**src/rtl/hazard_fwd_ctrl.sv**
```systemverilog
// hazard_fwd_ctrl: forwarding and load-use hazard controller for the 4-stage
// in-order integer pipeline. It keeps a shadow pipeline of destination registers
// for the EX, MEM and WB stages and compares the issuing instruction's source
// registers against it.
//
// Ports:
//   clk, rst_n              clock (rising edge), asynchronous active-low reset
//   issue_*                 decode/issue instruction fields
//   flush                   kills the issuing instruction (EX slot loads a bubble)
//   stall                   combinational load-use stall (hold fetch/issue)
//   fwd_ctrl_a/_b           registered operand-mux selects, valid while the
//                           instruction is in EX
//   stall_count             saturating stall counter (HAZ_STALL_CNT_EN only)
//
// Optional feature macro: HAZ_STALL_CNT_EN adds the stall_count port and counter.
module hazard_fwd_ctrl #(
  parameter int unsigned REG_ADDR_W  = 5,
  parameter int unsigned STALL_CNT_W = 16
) (
  input  logic                  clk,
  input  logic                  rst_n,
  input  logic                  issue_valid,
  input  logic [REG_ADDR_W-1:0] issue_rs1,
  input  logic [REG_ADDR_W-1:0] issue_rs2,
  input  logic                  issue_use_rs1,
  input  logic                  issue_use_rs2,
  input  logic [REG_ADDR_W-1:0] issue_rd,
  input  logic                  issue_wr_en,
  input  logic                  issue_is_load,
  input  logic                  flush,
  output logic                  stall,
  output logic [3:0]            fwd_ctrl_a,
  output logic [3:0]            fwd_ctrl_b
`ifdef HAZ_STALL_CNT_EN
  ,
  output logic [STALL_CNT_W-1:0] stall_count
`endif
);

  localparam logic [3:0] CODE_NONE    = 4'b0000;
  localparam logic [3:0] A_EX_ALU     = 4'b0001;
  localparam logic [3:0] B_EX_ALU     = 4'b0010;
  localparam logic [3:0] A_MEM_ALU    = 4'b0011;
  localparam logic [3:0] B_MEM_ALU    = 4'b0100;
  localparam logic [3:0] A_MEM_LD     = 4'b0101;
  localparam logic [3:0] B_MEM_LD     = 4'b0110;
  localparam logic [3:0] A_WB_LD      = 4'b0111;
  localparam logic [3:0] B_WB_LD      = 4'b1000;

  // Shadow pipeline slots
  logic                  ex_v_q,  mem_v_q,  wb_v_q;
  logic                  ex_w_q,  mem_w_q,  wb_w_q;
  logic                  ex_l_q,  mem_l_q,  wb_l_q;
  logic [REG_ADDR_W-1:0] ex_rd_q, mem_rd_q, wb_rd_q;
  logic                  ex_v_d;
  logic [3:0]            fwd_a_d, fwd_b_d;

  logic ex_prod, mem_prod, wb_prod;
  logic a_ex, a_mem, a_wb, b_ex, b_mem, b_wb;
  logic issue_go;
  logic [3:0] code_a, code_b;

  // Producer qualification and per-slot operand matches
  always_comb begin
    ex_prod  = ex_v_q  & ex_w_q  & (ex_rd_q  != '0);
    mem_prod = mem_v_q & mem_w_q & (mem_rd_q != '0);
    wb_prod  = wb_v_q  & wb_w_q  & (wb_rd_q  != '0);
    a_ex  = ex_prod  & issue_use_rs1 & (issue_rs1 == ex_rd_q);
    a_mem = mem_prod & issue_use_rs1 & (issue_rs1 == mem_rd_q);
    a_wb  = wb_prod  & issue_use_rs1 & (issue_rs1 == wb_rd_q);
    b_ex  = ex_prod  & issue_use_rs2 & (issue_rs2 == ex_rd_q);
    b_mem = mem_prod & issue_use_rs2 & (issue_rs2 == mem_rd_q);
    b_wb  = wb_prod  & issue_use_rs2 & (issue_rs2 == wb_rd_q);
  end

  // Load in EX cannot forward in time: hold issue for one cycle
  always_comb begin
    stall    = issue_valid & ~flush & ex_l_q & (a_ex | b_ex);
    issue_go = issue_valid & ~stall & ~flush;
  end

  // Nearest producer wins; a WB non-load match is served by the register file
  always_comb begin
    code_a = CODE_NONE;
    if (a_ex)       code_a = A_EX_ALU;
    else if (a_mem) code_a = mem_l_q ? A_MEM_LD : A_MEM_ALU;
    else if (a_wb)  code_a = wb_l_q ? A_WB_LD : CODE_NONE;

    code_b = CODE_NONE;
    if (b_ex)       code_b = B_EX_ALU;
    else if (b_mem) code_b = mem_l_q ? B_MEM_LD : B_MEM_ALU;
    else if (b_wb)  code_b = wb_l_q ? B_WB_LD : CODE_NONE;

    ex_v_d  = issue_go;
    fwd_a_d = issue_go ? code_a : CODE_NONE;
    fwd_b_d = issue_go ? code_b : CODE_NONE;
  end

  // Shadow pipeline advance and registered selects
  always_ff @(posedge clk or negedge rst_n) begin
    if (!rst_n) begin
      ex_v_q     <= 1'b0;
      ex_w_q     <= 1'b0;
      ex_l_q     <= 1'b0;
      ex_rd_q    <= '0;
      mem_v_q    <= 1'b0;
      mem_w_q    <= 1'b0;
      mem_l_q    <= 1'b0;
      mem_rd_q   <= '0;
      wb_v_q     <= 1'b0;
      wb_w_q     <= 1'b0;
      wb_l_q     <= 1'b0;
      wb_rd_q    <= '0;
      fwd_ctrl_a <= CODE_NONE;
      fwd_ctrl_b <= CODE_NONE;
    end else begin
      wb_v_q     <= mem_v_q;
      wb_w_q     <= mem_w_q;
      wb_l_q     <= mem_l_q;
      wb_rd_q    <= mem_rd_q;
      mem_v_q    <= ex_v_q;
      mem_w_q    <= ex_w_q;
      mem_l_q    <= ex_l_q;
      mem_rd_q   <= ex_rd_q;
      ex_v_q     <= ex_v_d;
      ex_w_q     <= ex_v_d & issue_wr_en;
      ex_l_q     <= ex_v_d & issue_is_load;
      ex_rd_q    <= ex_v_d ? issue_rd : '0;
      fwd_ctrl_a <= fwd_a_d;
      fwd_ctrl_b <= fwd_b_d;
    end
  end

`ifdef HAZ_STALL_CNT_EN
  logic [STALL_CNT_W-1:0] cnt_q;

  // Saturating count of stall cycles
  always_ff @(posedge clk or negedge rst_n) begin
    if (!rst_n) begin
      cnt_q <= '0;
    end else if (stall && (cnt_q != '1)) begin
      cnt_q <= cnt_q + STALL_CNT_W'(1);
    end
  end

  assign stall_count = cnt_q;
`endif

endmodule

```
**config.mk**
```make
export PLATFORM = sky130hd
export DESIGN_NAME = hazard_fwd_ctrl
export DESIGN_NICKNAME = d
export VERILOG_FILES = /design/src/rtl/hazard_fwd_ctrl.sv
export SDC_FILE = /design/constraint.sdc
export NUM_CORES = 1
export LEC_CHECK = 0
export BUFFER_PORTS_ARGS = -buffer_cell sky130_fd_sc_hd__buf_2
export CELL_PAD_IN_SITES_DETAIL_PLACEMENT = 1
export CELL_PAD_IN_SITES_GLOBAL_PLACEMENT = 1
export CORE_UTILIZATION = 40
export DETAILED_ROUTE_END_ITERATION = 16
export PLACE_DENSITY_LB_ADDON = 0.1
export SYNTH_ARGS = -nofsm -noshare
export SYNTH_HDL_FRONTEND = slang
export SYNTH_SLANG_ARGS = --single-unit
```
**constraint.sdc**
```tcl
create_clock -name clk -period 4.15 [get_ports clk]
set_clock_uncertainty 0.05 [all_clocks]
set_input_delay 0.2075 -clock clk [delete_from_list [all_inputs] [get_ports clk]]
set_output_delay 0.2075 -clock clk [all_outputs]
set_load 0.02 [all_outputs]
```
### Word-level counts from Yosys, hierarchy flattened

Index checks and enable logic that the tools add are counted.

| storage, ports and cells | value |
|---|---|
| output and inout port bits | 9 |
| memories kept | 0 |
| register bits after elaboration | 32 |
| bits in read-only memories | 0 |
| word-level logic and storage cells | 64 |
| input bits | 23 |
| bits in latches | 0 |
| RAM bits | 0 |

| operators by class | value |
|---|---|
| bitwise operators | 28 |
| shifts and indexed selects | 0 |
| eq/ne operators | 6 |
| $mul | 0 |
| multiplexer cells | 13 |
| divide/modulo/power cells | 0 |
| magnitude comparators | 0 |
| reductions and logical operators | 3 |
| add/sub/neg operators | 0 |

Operators with widths:

| kind | count |
|---|---|
| $eq 5x5->1 | 6 |
| $mux 4 | 7 |
| $and 1x1->1 | 25 |
| $reduce_bool 5->1 | 3 |
| $mux 3 | 4 |
| $mux 5 | 1 |
| $mux 2 | 1 |
| $not 1->1 | 2 |
| $or 1x1->1 | 1 |

### Logic depth before layout (Yosys ltp)

Gate-level depths: netlist of run 1.

| logic depth | value |
|---|---|
| word-level depth | 10 |
| depth in mapped cells | 6 |
| mapped depth without buffers | 5 |

### Worst setup path after synthesis of run 1

Ideal clock, no wire load.

| timing path | value |
|---|---|
| path kind | register -> output |
| start point | register ex_rd_q[2] |
| end point | output stall |
| buffers on the path | 0 |
| setup slack | 2.268 ns |
| required time | 3.893 ns |
| arrival time | 1.625 ns |
| stages on the path, launching flop included | 6 |
| cells stage by stage | dfrtp_1 or4_1 o211ai_2 nor4_1 o21a_1 nor2b_1 |

| on the way | value |
|---|---|
| cells in the longest elaborated chain, start to end | 6 |
| elaborated cells between the ends (all ways) | 10 |
| those cells by class | eq/ne (2); bitwise (7); reduce/logical (1) |

Ends and longest elaborated chain:

| element | RTL line | RTL |
|---|---|---|
| from (decl) | 54 | `logic [REG_ADDR_W-1:0] ex_rd_q, mem_rd_q, wb_rd_q;` |
| from (signal assigned) | 128 | `ex_rd_q <= ex_v_d ? issue_rd : '0;` |
| $reduce_bool 5->1 | 65 | `ex_prod = ex_v_q & ex_w_q & (ex_rd_q != '0);` |
| $and 1x1->1 | 65 |  |
| $and 1x1->1 (on tied branches) (2 in a row) | 68, 71 |  |
| $or 1x1->1 * | 78 | `stall = issue_valid & ~flush & ex_l_q & (a_ex \| b_ex);` |
| $and 1x1->1 * | 78 |  |
| to (decl) | 31 | `output logic stall,` |

Every way passes the cells marked *; elsewhere a longest branch is shown, timed or not.

### Worst setup path after layout of run 1

| timing path | value |
|---|---|
| start point | register ex_rd_q[3] |
| end point | output stall |

Same word-level chain as after synthesis.

==> flow_summary_export.csv, run 1 <==
group,metric,value,unit
floorplan,initial_core_util,0.419,
placement,gp_congestion,0.769,
sta,tightestPinTransition,669,ps
run_status,status,"finished clean",
synth,synth_top_area_share,0.537,
critical_path,path_max_fanout,11,
floorplan,fp.dieArea,3730,um2
clock_network,path_clk_slew,90,ps
global_route,grt_overflow_total,0,
layout,area_delta_synth_final,17.9,%
global_route,grt_max_degree,31,
clock_network,cts_tree,"built",
synth,ys_ff_latch,30,
sta,maxSlewHeadroom,0.554,
clock_network,holdBufCountCts,1,
critical_path,critPathSlowestCell,"nor4_1",
sta,fmax,0.365,GHz
placement,dp.cells,184,
synth,syn_inst,112,
sta,finalSetupViolCount,0,
power_and_ir_drop,vdd_drop_max,0.179,mV
critical_path,crit_start,"ex_rd_q[3]",
power_and_ir_drop,seq_power_share,0.563,
clock_network,cts_made_buffers,5,
drt,vias,959,
sta,rsz0062_at_grt,"no",
critical_path,arrival,2480,ps
synth,synthDistinctLibCells,28,
clock_network,clk_root_buffer_cell,"clkbuf_4",
layout,final_net_count,169,
critical_path,critical_path_class,"flip-flop to output pin",
power_and_ir_drop,cell_internal_pwr,0.413,mW
sta,final_max_slew_viol_count,0,
placement,dp_hpwl,2.45,mm
power_and_ir_drop,power_switching,0.139,mW
critical_path,start_kind,"flip-flop",
critical_path,worstPathBufferInverterCount,1,
power_and_ir_drop,pwr-share-clk,0.323,
drt,drtPass1Iterations,4,
power_and_ir_drop,swShare,0.252,
clock_network,cts_sinks,30,
job,cap_viol_max_count,0,
sta,hold_viol,0,
layout,final_util,0.494,
drt,ant_nets,0,
global_route,grt_usage,0.185,
synth,ys_warn_count,0,
floorplan,fp-row-count,21,
synth,yosysSeqAreaShare,0.537,
synth,syn_avg_cell_area,12.5,um2
critical_path,worstReg2RegStart,"ex_rd_q[3]",
floorplan,io_pins,32,
synth,synth_largest_area_cell,"dfrtp_1",
critical_path,r2r_setup_slack,2040,ps
layout,diodes,0,
floorplan,die_h,61.1,um
sta,period_share,0.660,
power_and_ir_drop,p_per_area,335,nW/um2
global_route,grt_pass1_vias,973,
sta,timing.final.ws_setup,1410,ps
power_and_ir_drop,leakagePower,0.739,nW
drt,drtIter0Drc,16,
clock_network,cts_setup_buffers,0,
power_and_ir_drop,combPwrFrac,0.114,
critical_path,path_cells,"or4_1 > o211ai_2 > nor4_1 > o21a_1 > nor2b_1 > buf_2",
layout,drive_gt1_frac,0.327,
critical_path,slowest_delay,560,ps
critical_path,required,3890,ps
clock_network,clockBufferDepth,2,
synth,synth_area_leaders,"dfrtp_1, xnor2_1, nor3b_2",
drt,avgRoutedWirePerCell,15.6,um
sta,min_period,2740,ps
drt,post-route-drc-count,0,
drt,via_per_inst,4.97,
drt,routed_wl,3.01,mm
clock_network,insertion_delay,310,ps
placement,dpl_worst_slack,1710,ps
layout,final_common_cell,"dfrtp_1",
layout,layout.cells.non_filler,193,
clock_network,htree_levels,2,
floorplan,fp.coreArea,3340,um2
global_route,grt_pass1_wl,4.66,mm
min_path,hold_path.class,"primary input to flip-flop",
synth,synth_area,1400,um2
critical_path,crit_family,"simple AND/OR/NAND/NOR gates",
layout,mostFrequentLayoutCells,"dfrtp_1, buf_2, xnor2_1, nor3b_2, xor2_1",
min_path,min_from,"issue_is_load",
placement,io_buffers,29,
floorplan,die_w,61.1,um
critical_path,crit_path_end_kind,"output pin",
global_route,grt_antenna_before_repair,0,
sta,finalSetupTns,0,ps
clock_network,ctsResizeCount,0,
-- worst paths after layout --
| kind | endpoint | cells past startpoint |
|---|---|---|
| hold / removal | ex_l_q | 2 |
| setup reg to reg | ex_rd_q[0] | 5 |
| min in group asynchronous | wb_rd_q[3] | 2 |
| max in group asynchronous | ex_rd_q[1] | 2 |
| hold reg to reg | wb_w_q | 0 |
| setup / recovery | stall | 6 |
-- sequential cells by signal, indices dropped and copies added, names as in the netlist, 3 cells and up --
register,cells
ex_rd_q,5
fwd_ctrl_a,3
fwd_ctrl_b,3
mem_rd_q,5
wb_rd_q,5
-- metal layers --
layer | part of all wire | wire length [um] | GRT usage | vias up
met5 | 0 | 0 | 0 | -
met1 | 0.42 | 1260 | 0.210 | 480
met4 | 0.0070 | 21 | 0.0584 | 0
li1 | - | - | - | 454
met3 | 0.037 | 113 | 0.0630 | 2
met2 | 0.54 | 1620 | 0.326 | 23
-- synth_stat cells --
cell and count:
a211o_1 1, a211oi_1 1, a21oi_1 2, and2_1 1, buf_4 2, buf_6 1, clkbuf_1 1, conb_1 1
dfrtp_1 30, mux2i_1 1, nand2_1 4, nand2b_1 1, nand4_1 5, nand4b_1 1, nor2_1 3, nor2b_1 1
nor3_1 5, nor3_2 2, nor3b_2 8, nor4_1 3, o2111ai_1 1, o211ai_1 1, o211ai_2 1, o21a_1 1
or3_1 1, or4_1 3, xnor2_1 24, xor2_1 6
-- kinds of logic (layout without fill, tap and decap cells) --
kind of cell              after synthesis  in the layout  share of synthesized area
muxes                                   1              1                    0.00716
xor gates and xnor gates               30             30                      0.188
AOI/OAI and AO/OA                       8              8                     0.0448
other                                   1              2                    0.00268
and+or+nand+nor                        38             38                      0.199
DFF                                    30             30                      0.537
buffers and inverters                   4             38                     0.0215
-- per-stage QoR --
step                hold slack (ps)  power [mW]  cell area (um2)
finish                         95.6       0.552             1650
global route                   75.0       0.581             1650
CTS                            85.3       0.563             1650
detailed placement              234       0.381             1570
global placement                221       0.378             1570
floorplan                      -138       0.350             1400
-- cell type report --
class / count / area [um2]
Fill cell: 383 / 1690
Multi-Input combinational cell: 79 / 621
Timing Repair Buffer: 30 / 155
Tap cell: 46 / 57.6
Clock buffer: 6 / 51.3
Sequential cell: 30 / 751
Clock inverter: 2 / 12.5
-- power by group through the flow --
stage	Clock [mW]	Combinational, mW	Sequential, mW
CTS	0.187	0.0647	0.311
floorplan	0	0.0359	0.314
global placement	0	0.0617	0.316
global route	0.199	0.0693	0.313
finish	0.178	0.0631	0.311
detailed placement	0	0.0638	0.317
No activity file was read; power rests on OpenSTA's default activity.
==> run 2: changes to the inputs <==
==> constraint.sdc (replaced) <==
create_clock -name clk -period 2.81 [get_ports clk]
set_clock_uncertainty 0.05 [all_clocks]
set_input_delay 0.1405 -clock clk [delete_from_list [all_inputs] [get_ports clk]]
set_output_delay 0.1405 -clock clk [all_outputs]
set_load 0.02 [all_outputs]
==> flow_summary_export.csv, run 2 (same netlist as run 1, synthesis figures left out) <==
group,metric,value,unit
drt,avgRoutedWirePerCell,15.7,um
critical_path,slowest_delay,590,ps
layout,multi_input_area,621,um2
global_route,grtUsageMet1,0.231,
power_and_ir_drop,power_switching,0.206,mW
critical_path,path_depth,7,
drt,via_per_inst,4.96,
clock_network,cts_made_buffers,5,
layout,mostFrequentLayoutCells,"dfrtp_1, buf_2, xnor2_1, nor3b_2, xor2_1",
placement,dpl_worst_slack,622,ps
sta,rsz0062_at_grt,"no",
layout,area_delta_synth_final,19.6,%
layout,final_common_cell,"dfrtp_1",
clock_network,ctsResizeCount,0,
global_route,grt_pass1_wl,5.00,mm
critical_path,crit_family,"simple AND/OR/NAND/NOR gates",
global_route,grt_usage,0.195,
drt,drtPass1Iterations,4,
sta,min_period,2520,ps
sta,fmax,0.396,GHz
critical_path,crit_path_end_kind,"output pin",
sta,final_max_slew_viol_count,0,
placement,placed_area,1580,um2
sta,hold_viol,0,
power_and_ir_drop,vdd_drop_max,0.279,mV
drt,drtIter0Drc,23,
placement,io_buffers,29,
global_route,grt_pass1_vias,1044,
power_and_ir_drop,swShare,0.252,
floorplan,initial_core_util,0.419,
critical_path,required,2620,ps
min_path,hold-path-cell-count,2,
layout,final_net_count,172,
job,cap_viol_max_count,0,
drt,routed_wl,3.07,mm
layout,drive_gt1_frac,0.320,
critical_path,critPathSlowestCell,"or4_1",
sta,period_share,0.899,
floorplan,die_h,61.1,um
critical_path,path_max_fanout,11,
sta,finalSetupViolCount,0,
sta,tightestPinTransition,674,ps
run_status,status,"finished clean",
floorplan,fp-row-count,21,
sta,finalSetupTns,0,ps
power_and_ir_drop,combPwrFrac,0.117,
layout,seq_area,751,um2
drt,vias,972,
drt,ant_nets,0,
floorplan,fp.coreArea,3340,um2
critical_path,reg2reg_depth,5,
critical_path,arrival,2330,ps
power_and_ir_drop,total_power,0.818,mW
clock_network,path_clk_slew,90,ps
global_route,use_met3,0.0441,
floorplan,fp.dieArea,3730,um2
global_route,grt_max_degree,31,
critical_path,worstPathBufferInverterCount,2,
floorplan,die_w,61.1,um
clock_network,cts_sinks,30,
critical_path,start_kind,"flip-flop",
critical_path,path_cells,"or4_1 > o211ai_2 > nor4_1 > o21a_1 > buf_4 > nor2b_1 > buf_2",
global_route,use_met2,0.342,
min_path,hold_path.class,"primary input to flip-flop",
critical_path,critical_path_class,"flip-flop to output pin",
clock_network,htree_levels,2,
layout,design_area,1670,um2
power_and_ir_drop,seq_power_share,0.561,
clock_network,cts_setup_buffers,0,
sta,maxSlewHeadroom,0.551,
power_and_ir_drop,leakagePower,0.754,nW
floorplan,io_pins,32,
layout,diodes,0,
power_and_ir_drop,cell_internal_pwr,0.612,mW
layout,top_regs,"ex_rd_q (5), mem_rd_q (5), wb_rd_q (5)",
global_route,busiest_layer,"met2",
clock_network,insertion_delay,330,ps
sta,timing.final.ws_setup,285,ps
global_route,grt_overflow_total,0,
placement,gp_congestion,0.740,
clock_network,clk_root_buffer_cell,"clkbuf_4",
power_and_ir_drop,pwr-share-clk,0.321,
power_and_ir_drop,p_per_area,489,nW/um2
drt,post-route-drc-count,0,
global_route,grt_antenna_before_repair,0,
clock_network,clockBufferDepth,2,
clock_network,cts_tree,"built",
layout,fill_cells,400,
-- run 2: power by group through the flow --
stage,combinational [mW],sequential [mW],clock (mW)
floorplan,0.0531,0.464,0
global placement,0.0911,0.467,0
detailed placement,0.0941,0.468,0
CTS,0.0978,0.459,0.273
global route,0.105,0.462,0.289
finish,0.0961,0.459,0.263
-- run 2: final timing paths --
path	from	endpoint	slack (ps)
worst min register to register	mem_v_q	wb_v_q	350
worst max register to register	ex_rd_q[1]	fwd_ctrl_b[3]	790
min in group asynchronous	rst_n	wb_w_q	340
max in group asynchronous	rst_n	wb_rd_q[1]	1940
worst max-delay path	ex_rd_q[1]	stall	290
worst min-delay path	issue_wr_en	ex_w_q	20
-- run 2: per-layer routing --
metal  wire length (um)  vias up
met2               1580       23
met4                 42        0
met5                  0        -
li1                   -      463
met3                106        4
met1               1350      482
-- run 2: metrics by stage --
stage | util | std cells | hold WS (ps)
2_1_floorplan | - | 113 | -205
3_3_place_gp | 0.474 | 185 | 155
3_5_place_dp | 0.474 | 185 | 161
4_1_cts | 0.501 | 196 | 9.72
5_1_grt | 0.501 | 196 | 9.51
6_report | 0.501 | 196 | 17.4
-- run 2: area by class of cell --
type,count,area share
flip-flops and latches,30,0.449
multi-input cells,79,0.371
repair buffers,33,0.109
well taps,46,0.0344
clock buffers,7,0.0329
clock inverters,1,0.00299
-- run 2: worst register-to-register path, stage by stage (launching register included) --
cell      delay [ps]
dfrtp_1          440
or4_1            590
o211ai_2         180
nor4_1           110
a211oi_1         360
nor3b_2          230
-- run 2: what timing repair did --
action | in CTS | in global routing
hold buffers | 3 | 0
hold endpoints to repair | 32 | 0
endpoints found under the setup margin | 0 | 0
==> run 3: changes to the inputs <==
--- a/config.mk
+++ b/config.mk
@@ -8,7 +8,7 @@
 export BUFFER_PORTS_ARGS = -buffer_cell sky130_fd_sc_hd__buf_2
 export CELL_PAD_IN_SITES_DETAIL_PLACEMENT = 1
 export CELL_PAD_IN_SITES_GLOBAL_PLACEMENT = 1
-export CORE_UTILIZATION = 40
+export CORE_UTILIZATION = 37
 export DETAILED_ROUTE_END_ITERATION = 16
 export PLACE_DENSITY_LB_ADDON = 0.1
 export SYNTH_ARGS = -nofsm -noshare
==> constraint.sdc (replaced) <==
create_clock -name clk -period 2 [get_ports clk]
set_clock_uncertainty 0.05 [all_clocks]
set_input_delay 0.1 -clock clk [delete_from_list [all_inputs] [get_ports clk]]
set_output_delay 0.1 -clock clk [all_outputs]
set_load 0.02 [all_outputs]
==> flow_summary_export.csv, run 3 (same netlist as run 1, synthesis figures left out) <==
group,metric,value,unit
job,cap_viol_max_count,0,
power_and_ir_drop,combPwrFrac,0.113,
floorplan,io_pins,32,
drt,vias,999,
critical_path,path_max_fanout,3,
power_and_ir_drop,power_switching,0.326,mW
power_and_ir_drop,cell_internal_pwr,1.05,mW
global_route,grt_max_degree,31,
floorplan,fp-row-count,21,
drt,ant_nets,0,
layout,final_net_count,177,
clock_network,cts_sinks,30,
global_route,grt_pass1_vias,1125,
layout,top_regs,"ex_rd_q (5), mem_rd_q (5), wb_rd_q (5)",
sta,final_max_slew_viol_count,0,
clock_network,cts_made_buffers,5,
critical_path,reg2reg_depth,6,
drt,dr_wl_met2,1.77,mm
sta,rsz0062_at_grt,"yes",
placement,gp_congestion,0.768,
drt,via_per_inst,4.97,
critical_path,crit_start,"ex_rd_q[3]",
floorplan,fp.coreArea,3470,um2
sta,finalSetupTns,-357,ps
global_route,grt_antenna_before_repair,0,
placement,dpl_worst_slack,40.1,ps
min_path,hold_path.class,"primary input to flip-flop",
sta,maxSlewHeadroom,0.454,
drt,routedLengthMet1,1.38,mm
sta,timing.final.ws_setup,-204,ps
critical_path,start_kind,"flip-flop",
clock_network,clockBufferDepth,2,
clock_network,path_clk_slew,60,ps
critical_path,arrival,2050,ps
placement,placed_area,1600,um2
clock_network,htree_levels,2,
power_and_ir_drop,seq_power_share,0.470,
placement,io_buffers,29,
run_status,status,"complete, but fails checks",
floorplan,initial_core_util,0.403,
drt,drtPass1Iterations,4,
floorplan,die_w,63.5,um
layout,design_area,1840,um2
sta,min_period,2200,ps
layout,mostFrequentLayoutCells,"dfrtp_1, buf_2, xnor2_1, clkbuf_8, buf_4",
floorplan,fp.dieArea,4030,um2
layout,drive_gt1_frac,0.406,
drt,post-route-drc-count,0,
power_and_ir_drop,pwr-share-clk,0.417,
critical_path,critical_path_class,"flip-flop to output pin",
critical_path,r2r_setup_slack,-100,ps
critical_path,crit_end,"stall",
sta,finalSetupViolCount,7,
critical_path,worstReg2RegStart,"ex_rd_q[3]",
drt,wl_met3,115,um
power_and_ir_drop,leakagePower,0.830,nW
layout,final_common_cell,"dfrtp_1",
clock_network,clk_root_buffer_cell,"clkbuf_8",
power_and_ir_drop,swShare,0.238,
critical_path,reg2reg_to,"fwd_ctrl_b[3]",
global_route,grt_usage,0.193,
power_and_ir_drop,p_per_area,747,nW/um2
power_and_ir_drop,vdd_drop_max,0.470,mV
global_route,grt_pass1_wl,5.60,mm
floorplan,die_h,63.5,um
sta,fmax,0.454,GHz
drt,avgRoutedWirePerCell,16.5,um
drt,highest_layer,"met4",
clock_network,insertion_delay,280,ps
layout,diodes,0,
critical_path,required,1850,ps
placement,dp_hpwl,2.45,mm
drt,routed_wl,3.31,mm
global_route,grt_overflow_total,0,
sta,tightestPinTransition,819,ps
sta,period_share,1.10,
drt,drtIter0Drc,20,
sta,hold_viol,0,
layout,area_delta_synth_final,31.5,%
run_status,violations,"negative setup slack",
critical_path,crit_path_end_kind,"output pin",
clock_network,cts_tree,"built",
==> run 3: area by class of cell <==
type	instances	area [um2]
multi-input cells	79	698
repair buffers	38	221
flip-flops and latches	30	751
clock buffers	8	110
fillers	385	1630
well taps	46	57.6
==> run 3: worst min path at each step <==
stage                  start         end  slack, ps  cells after the start
2_1_floorplan          rst_n      ex_l_q       -250                      0
3_3_place_gp           rst_n  ex_rd_q[4]        110                      1
3_5_place_dp           rst_n  ex_rd_q[3]        120                      1
4_1_cts        issue_is_load      ex_l_q          5                      2
5_1_grt          issue_rd[0]  ex_rd_q[0]         20                      2
6_report         issue_rd[1]  ex_rd_q[1]         20                      2
==> run 3: layer usage <==
layer,GRT usage,vias up
li1,-,469
met1,0.223,501
met2,0.339,24
met3,0.0489,5
met4,0.0767,0
met5,0,-
==> run 3: what timing repair did <==
action	4_1_cts	5_1_grt
hold buffers	1	0
pin swaps	3	9
buffers inserted	5	3
resized for setup	4	11
setup endpoints to repair	1	12
hold endpoints to repair	30	0
==> run 3: critical path, cell delays in order, from the launching register on <==
cell	delay, ps
dfrtp_1	390
or4_4	550
o211ai_4	250
nor4_4	70
o21a_1	220
nor2b_4	130
buf_6	160
==> run 3: power by group through the flow <==
stage	registers (mW)	logic (mW)	clock network (mW)
2_1_floorplan	0.652	0.0746	0
3_3_place_gp	0.655	0.130	0
3_5_place_dp	0.656	0.135	0
4_1_cts	0.644	0.146	0.588
5_1_grt	0.648	0.171	0.612
6_report	0.645	0.155	0.573
==> run 3: stage by stage <==
| stage | hold WS, ps | cells | util | total power [mW] |
|---|---|---|---|---|
| floorplan | -246 | 113 | - | 0.727 |
| global placement | 112 | 186 | 0.462 | 0.785 |
| detailed placement | 125 | 186 | 0.462 | 0.791 |
| CTS | 4.91 | 200 | 0.512 | 1.38 |
| global route | 22.1 | 201 | 0.530 | 1.43 |
| finish | 20.2 | 201 | 0.530 | 1.37 |
